==> src/rtl/n_term_ram_io_pipe.sv <==
// North terminal tile for the RAM_IO column.
// Loops the N-bound wire bundle back onto the S-bound wires in one of four
// config-selected modes (COMB, PIPE, HOLD, ZERO), with an idle/stuck-wire
// activity monitor on the returning bundle. UserCLK and FrameStrobe pass
// straight through to the next tile.
// Optional feature: define N_TERM_LOOP_BIST_EN to add an LFSR pattern
// generator (BistEn) and a MISR signature (BistSignature).
module n_term_ram_io_pipe #(
    parameter int W1              = 4,
    parameter int W2              = 8,
    parameter int W4              = 16,
    parameter int LOOP_STAGES     = 2,
    parameter int IDLE_W          = 8,
    parameter int MaxFramesPerCol = 20,
    parameter int FrameBitsPerRow = 32,
    parameter int NoConfigBits    = 2
) (
    input  logic                       UserCLK,
    input  logic                       Reset,
    input  logic [W1-1:0]              N1END,
    input  logic [W2-1:0]              N2MID,
    input  logic [W2-1:0]              N2END,
    input  logic [W4-1:0]              N4END,
    output logic [W1-1:0]              S1BEG,
    output logic [W2-1:0]              S2BEG,
    output logic [W2-1:0]              S2BEGb,
    output logic [W4-1:0]              S4BEG,
    input  logic [NoConfigBits-1:0]    ConfigBits,
    output logic [IDLE_W-1:0]          IdleCount,
    output logic                       IdleFlag,
`ifdef N_TERM_LOOP_BIST_EN
    input  logic                       BistEn,
    output logic [15:0]                BistSignature,
`endif
    output logic                       UserCLKo,
    input  logic [MaxFramesPerCol-1:0] FrameStrobe,
    output logic [MaxFramesPerCol-1:0] FrameStrobe_O
);

    localparam int W = W1 + 2*W2 + W4;

    typedef enum logic [1:0] {
        MODE_COMB = 2'b00,
        MODE_PIPE = 2'b01,
        MODE_HOLD = 2'b10,
        MODE_ZERO = 2'b11
    } mode_t;

    localparam logic [IDLE_W-1:0] IDLE_MAX = '1;

    // Elaboration-time legality checks
    if (LOOP_STAGES < 1 || LOOP_STAGES > 4) begin : g_bad_loop_stages
        $error("n_term_ram_io_pipe: LOOP_STAGES must be in 1..4");
    end
    if (FrameBitsPerRow < 1 || NoConfigBits < 2) begin : g_bad_config
        $error("n_term_ram_io_pipe: NoConfigBits must be >= 2 and FrameBitsPerRow >= 1");
    end

    mode_t            mode;
    logic [W-1:0]     bundle;
    logic [W-1:0]     pipe_q [LOOP_STAGES];
    logic [W-1:0]     pipe_tail;
    logic [W-1:0]     loop_out;
    logic             shift_en;
    logic [W-1:0]     sample_q;
    logic [IDLE_W-1:0] idle_q;

    assign mode      = mode_t'(ConfigBits[1:0]);
    assign bundle    = {N4END, N2END, N2MID, N1END};
    assign shift_en  = (mode != MODE_HOLD);
    assign pipe_tail = pipe_q[LOOP_STAGES-1];

    // Loop-back delay line: stage 0 captures the bundle, later stages shift
    for (genvar k = 0; k < LOOP_STAGES; k++) begin : g_stage
        if (k == 0) begin : g_head
            // First stage loads the incoming bundle unless frozen
            always_ff @(posedge UserCLK) begin
                if (Reset) begin
                    pipe_q[0] <= '0;
                end else if (shift_en) begin
                    pipe_q[0] <= bundle;
                end
            end
        end else begin : g_body
            // Later stages take the previous stage unless frozen
            always_ff @(posedge UserCLK) begin
                if (Reset) begin
                    pipe_q[k] <= '0;
                end else if (shift_en) begin
                    pipe_q[k] <= pipe_q[k-1];
                end
            end
        end
    end

    // Activity monitor: count cycles the bundle has not changed, saturating
    always_ff @(posedge UserCLK) begin
        if (Reset) begin
            sample_q <= '0;
            idle_q   <= '0;
        end else begin
            sample_q <= bundle;
            if (bundle == sample_q) begin
                if (idle_q != IDLE_MAX) begin
                    idle_q <= idle_q + 1'b1;
                end
            end else begin
                idle_q <= '0;
            end
        end
    end

`ifdef N_TERM_LOOP_BIST_EN
    localparam int REPS = (W + 15) / 16;

    logic [15:0]        lfsr_q;
    logic [15:0]        misr_q;
    logic [15:0]        lfsr_fb;
    logic [15:0]        misr_fb;
    logic [15:0]        fold;
    logic [REPS*16-1:0] bundle_pad;
    logic [REPS*16-1:0] lfsr_rep;

    assign lfsr_fb  = {lfsr_q[14:0], lfsr_q[15] ^ lfsr_q[13] ^ lfsr_q[12] ^ lfsr_q[10]};
    assign misr_fb  = {misr_q[14:0], misr_q[15] ^ misr_q[13] ^ misr_q[12] ^ misr_q[10]};
    assign lfsr_rep = {REPS{lfsr_q}};

    // XOR-fold the bundle into one 16-bit word, top chunk zero-padded
    always_comb begin
        bundle_pad        = '0;
        bundle_pad[W-1:0] = bundle;
        fold              = '0;
        for (int unsigned c = 0; c < unsigned'(REPS); c++) begin
            fold = fold ^ bundle_pad[c*16 +: 16];
        end
    end

    // Pattern generator and signature register advance only while BIST runs
    always_ff @(posedge UserCLK) begin
        if (Reset) begin
            lfsr_q <= 16'hACE1;
            misr_q <= '0;
        end else if (BistEn) begin
            lfsr_q <= lfsr_fb;
            misr_q <= misr_fb ^ fold;
        end
    end

    assign BistSignature = misr_q;
`endif

    // Output select; registered paths read zero while reset is asserted
    always_comb begin
        loop_out = '0;
        case (mode)
            MODE_COMB: loop_out = bundle;
            MODE_PIPE,
            MODE_HOLD: loop_out = Reset ? '0 : pipe_tail;
            MODE_ZERO: loop_out = '0;
            default:   loop_out = '0;
        endcase
`ifdef N_TERM_LOOP_BIST_EN
        if (BistEn) begin
            loop_out = lfsr_rep[W-1:0];
        end
`endif
    end

    assign S1BEG  = loop_out[W1-1:0];
    assign S2BEG  = loop_out[W1 +: W2];
    assign S2BEGb = loop_out[W1+W2 +: W2];
    assign S4BEG  = loop_out[W1+2*W2 +: W4];

    assign IdleCount = Reset ? '0 : idle_q;
    assign IdleFlag  = !Reset && (idle_q == IDLE_MAX);

    assign UserCLKo      = UserCLK;
    assign FrameStrobe_O = FrameStrobe;

endmodule
==> config.mk <==
export PLATFORM = sky130hd
export DESIGN_NAME = n_term_ram_io_pipe
export DESIGN_NICKNAME = d
export VERILOG_FILES = /design/src/rtl/n_term_ram_io_pipe.sv
export SDC_FILE = /design/constraint.sdc
export NUM_CORES = 1
export LEC_CHECK = 0
export ABC_CLOCK_PERIOD_IN_PS = 3100
export CORE_ASPECT_RATIO = 1.25
export CORE_UTILIZATION = 30
export CTS_CLUSTER_SIZE = 40
export DETAILED_ROUTE_END_ITERATION = 16
export PLACE_DENSITY = 0.5
export RECOVER_POWER = 25
export SETUP_SLACK_MARGIN = 0.15
export SLEW_MARGIN = 20
export SYNTH_ARGS = -nofsm -noshare
export SYNTH_HDL_FRONTEND = slang
export SYNTH_SLANG_ARGS = --single-unit
==> constraint.sdc <==
create_clock -name UserCLK -period 3.1 [get_ports UserCLK]
set_input_delay 0.465 -clock UserCLK [delete_from_list [all_inputs] [get_ports UserCLK]]
set_output_delay 0.465 -clock UserCLK [all_outputs]
set_load 0.02 [all_outputs]
* Yosys cells after proc, flatten, opt, wreduce, memory -nomap -nowiden
Memories as Yosys holds them, arrays and structs flattened.
Index checks and enable logic that the tools add are counted.
** Storage, ports and cells
- Output and inout port bits :: 66
- Memory bits (writable) :: 72
- Bits in latches :: 0
- Input bits :: 60
- Flip-flop bits (word level) :: 44
- Logic and storage cells :: 29
- Memories kept :: 1
- Bits in read-only memories :: 0
** Memories
- pipe_q :: depth 2, bits a word 36, rd ports 2, clocked after Yosys merged registers in 0, write ports 2, line 61 : logic [W-1:0] pipe_q [LOOP_STAGES];
** Operators by class
- Div/mod/pow operators :: 0
- Magnitude comparators :: 0
- Shift-type cells :: 0
- Multiply operators :: 0
- Bitwise operators :: 3
- Reductions and logical operators :: 5
- Mux-type cells :: 10
- Add/sub/neg operators :: 1
- Eq/ne operators :: 7
** Operator list (number)
- 2-to-1 mux 36 bit :: 3
- case mux 36 bit (3 select lines) :: 1
- == test 36 bit :: 1
- adder 8 x 1 -> 8 bit (second input constant) :: 1
- == test 8 bit (second input constant) :: 1
- 2-to-1 mux 8 bit :: 1
- != test 8 bit (second input constant) :: 1
- 2-to-1 mux 1 bit :: 5
- == test 2 bit (second input constant) :: 2
- OR reduction 2 bit :: 2
- == test 2 x 1 -> 1 bit (second input constant) :: 1
- zero test 2 bit :: 1
- != test 2 bit (second input constant) :: 1
- bitwise OR 1 bit :: 2
- logical AND 1 bit :: 1
- zero test 1 bit :: 1
- inverter 1 bit :: 1

* Longest topological paths before layout
- Depth in word-level cells :: 5
- Gate-level depth with buffers :: 6
- Mapped depth without buffers :: 5

==> metrics.md <==
| Metric | Value |
|---|---|
| Largest net degree at the start of global routing | 56 |
| DP Area | 0.00601 mm² |
| Clock slew at reported path FFs | 0.05 ns |
| Arrival time at the worst endpoint | 2.45 ns |
| Final min period | 2.92 ns |
| Period utilization | 94.2% |
| Number of iterations in the first detailed-routing pass | 4 |
| Final Non-Filler Cells | 741 |
| Main flop type after synthesis | dfxtp_1 |
| R2R cell count | 5 |
| Cell Pwr Density | 635 mW/mm² |
| Yosys top cell area share | 31.9% |
| Post-synth top area cell | dfxtp_1 |
| Critical path type | in -> out |
| Worst skew pair latency | 0.52 ns |
| Synth cell types | 35 |
| Total Routing Usage GR | 13.7% |
| Ant diodes | 0 |
| Slew of the pin with the lowest slew margin | 1.16 ns |
| Die height | 147 µm |
| Synth async-reset ratio | 0% |
| Worst-path maximum fanout | 16 |
| Reg2reg start | sample_q[20]$_SDFF_PP0_ |
| Syn-to-layout area delta | 32.5% |
| Met2 usage | 21.4% |
| Dpl ws | 0.114 ns |
| Met3 Usage GRT | 4.26% |
| Most common library cells after synthesis | dfxtp_1, nor2b_1, nor2_1 |
| Core footprint | 0.0163 mm² |
| Layout cells sized above 1 | 12.0% |
| Detailed Route WL | 11100 µm |
| Register area share after synthesis | 53.4% |
| Antenna violations before repair | 0 |
| Clock skew | 0.00875 ns |
| #FFs+latches synth | 116 |
| Wire length of the first global-routing pass | 18100 µm |
| Grt met1 use | 17.1% |
| Inst Count DP | 705 |
| Flop2flop setup slack | 1.46 ns |
| Vias per inst | 4.57 |
| Fin Setup TNS | 0 ns |
| Final number of setup-violating endpoints | 0 |
| GR peak layer | met2 |
| Slew HR | 22.4% |
| Ports | 126 |
| Hold-fix buffers, CTS | 0 |
| Final Hold Vio Count | 0 |
| Wire per inst | 14.9 µm |
| Cells after Synth | 437 |
| Syn Nets | 500 |
| Remaining antenna violation count after routing | 0 |
| TritonCTS clock tree | built |
| Area contributors post-synth | dfxtp_1, edfxtp_1, mux2i_1 |
| Total gr overflow | 0 |
| Vias | 3386 |
| IO Port Bufs | 85 |
| VDD IR max | 0.306 mV |
| Number of global-route vias before repair | 3402 |
| Yosys warnings | 0 |
| RSZ-0062 raised after global routing | no |
| Initial Utilization | 30.9% |
| Iteration-0 DRC Markers | 156 |
| DRC violation count after routing | 0 |
| Core Rows | 52 |
| Die area | 0.0173 mm² |
| Nets | 575 |
| Mean post-synth cell area | 11.5 µm² |
| Nature of the critical path startpoint | input port |
| Worst min path class | reg -> reg |
| FMAX | 343 MHz |
| FF-to-FF End | idle_q[6]$_SDFFE_PP0P_ |
| Final GP Congestion | 0.701 |
| Final Cell Area | 0.00665 mm² |
| Synthesized area | 0.00502 mm² |
| Count leader, synth | dfxtp_1 |
| Setup WS post-layout | 0.181 ns |
| Hold_ws | 0.476 ns |
| Post-synth EDFFs | 36 |
| Final Max Slew Viols | 0 |
| Die Wd | 118 µm |
| Worst setup EP type | output port |
| Worst EP required | 2.63 ns |
| Hold_sp | pipe_q[0][5]$_SDFFCE_PN0P_ |
| Max-cap violations | 0 |
| Hold path endpoint | pipe_q[1][5]$_DFF_P_ |
| Leak | 2.75 nW |
| Cell depth of the worst hold path | 2 |
| Hpwl dp | 7390 µm |
| Status | finished clean |
==> worst max-delay path by stage <==
stage               slack [ns]          start  cells past startpoint                          to
finish                    0.18  ConfigBits[1]                      7                    S4BEG[5]
floorplan                 0.75          Reset                      3  pipe_q[0][0]$_SDFFCE_PN0P_
CTS                       0.15  ConfigBits[1]                      7                    S4BEG[8]
global route              0.09  ConfigBits[1]                      7                    S4BEG[5]
global placement          0.12  ConfigBits[1]                      7                   S2BEGb[6]
detailed placement        0.11  ConfigBits[1]                      7                    S2BEG[1]
==> final cells by class <==
type / instances / area, µm²
clock buffers: 21 / 510
well taps: 216 / 270
flip-flops and latches: 116 / 2680
multi-input cells: 275 / 2100
repair buffers: 96 / 930
inverters: 2 / 7.51
fillers: 1623 / 9610
clock inverters: 15 / 156
==> cell usage in the layout, fill, tap and decap left out, types with 2 or more instances in the layout <==
master	netlist	layout
buf_4	21	8
nor4_4	4	4
inv_6	0	3
dlygate4sd3_1	0	11
nor3_1	5	5
xnor2_1	13	13
nand2_1	5	5
clkinv_2	0	4
a22o_1	36	36
clkdlybuf4s50_1	0	38
dlygate4sd2_1	0	29
nand3_1	3	2
nor4_2	3	3
buf_12	0	2
and3_1	2	2
dfxtp_1	80	80
nor2b_1	44	44
clkbuf_16	0	20
mux2i_1	37	37
a31oi_1	3	3
edfxtp_1	36	36
dlymetal6s2s_1	0	6
nor2_1	39	38
nand4_1	3	3
xor2_1	24	24
o21ai_0	2	2
clkinvlp_4	0	2
clkinv_4	0	4
ha_1	3	3
nor4_1	2	2
bufinv_16	0	2
and2_1	37	37
inv_1	2	2
==> power breakdown <==
part | leakage (nW) | total [mW] | switching (mW) | internal, mW
clock network | 0.325 | 2.13 | 0.757 | 1.37
registers | 1.06 | 1.70 | 0.0351 | 1.66
logic | 1.36 | 0.399 | 0.211 | 0.187
==> state kept, by name, summed over array words and instances, names as in the netlist <==
signal    flops
pipe_q       72
idle_q        8
sample_q     36
==> layer usage <==
metal | vias to the layer above | wire (µm)
li1 | 1653 | -
met1 | 1611 | 5170
met2 | 98 | 5210
met3 | 24 | 481
met4 | 0 | 199
met5 | - | 0
==> timing repair <==
item | in CTS | in global routing
endpoints found under the setup margin | 29 | 8
resized for setup | 29 | 8
buffers inserted | 0 | 1
pin swaps | 0 | 0
==> critical path, cell delays in order <==
cell	delay (ns)
dlygate4sd3_1	0.55
inv_1	0.05
ha_1	0.26
nor3b_4	0.23
buf_12	0.18
a22o_1	0.12
clkdlybuf4s50_1	0.60
==> metrics by stage <==
stage / utilization [%] / total power [mW]
6_report: 40.9 / 4.23
5_1_grt: 40.9 / 4.39
4_1_cts: 40.8 / 4.29
3_5_place_dp: 36.9 / 2.20
3_3_place_gp: 36.9 / 2.19
2_1_floorplan: - / 2.04
==> cells by family (layout without fill, tap and decap cells) <==
family	count (synthesis)	count (layout)	synth area share (%)
compound gates	44	44	7.75
buf+inv	46	134	5.18
simple gates	154	154	19.1
fa+ha+maj	3	3	0.747
xor+xnor	37	37	6.45
flops	116	116	53.4
mux	37	37	7.37
(Power assumes the default switching activity.)
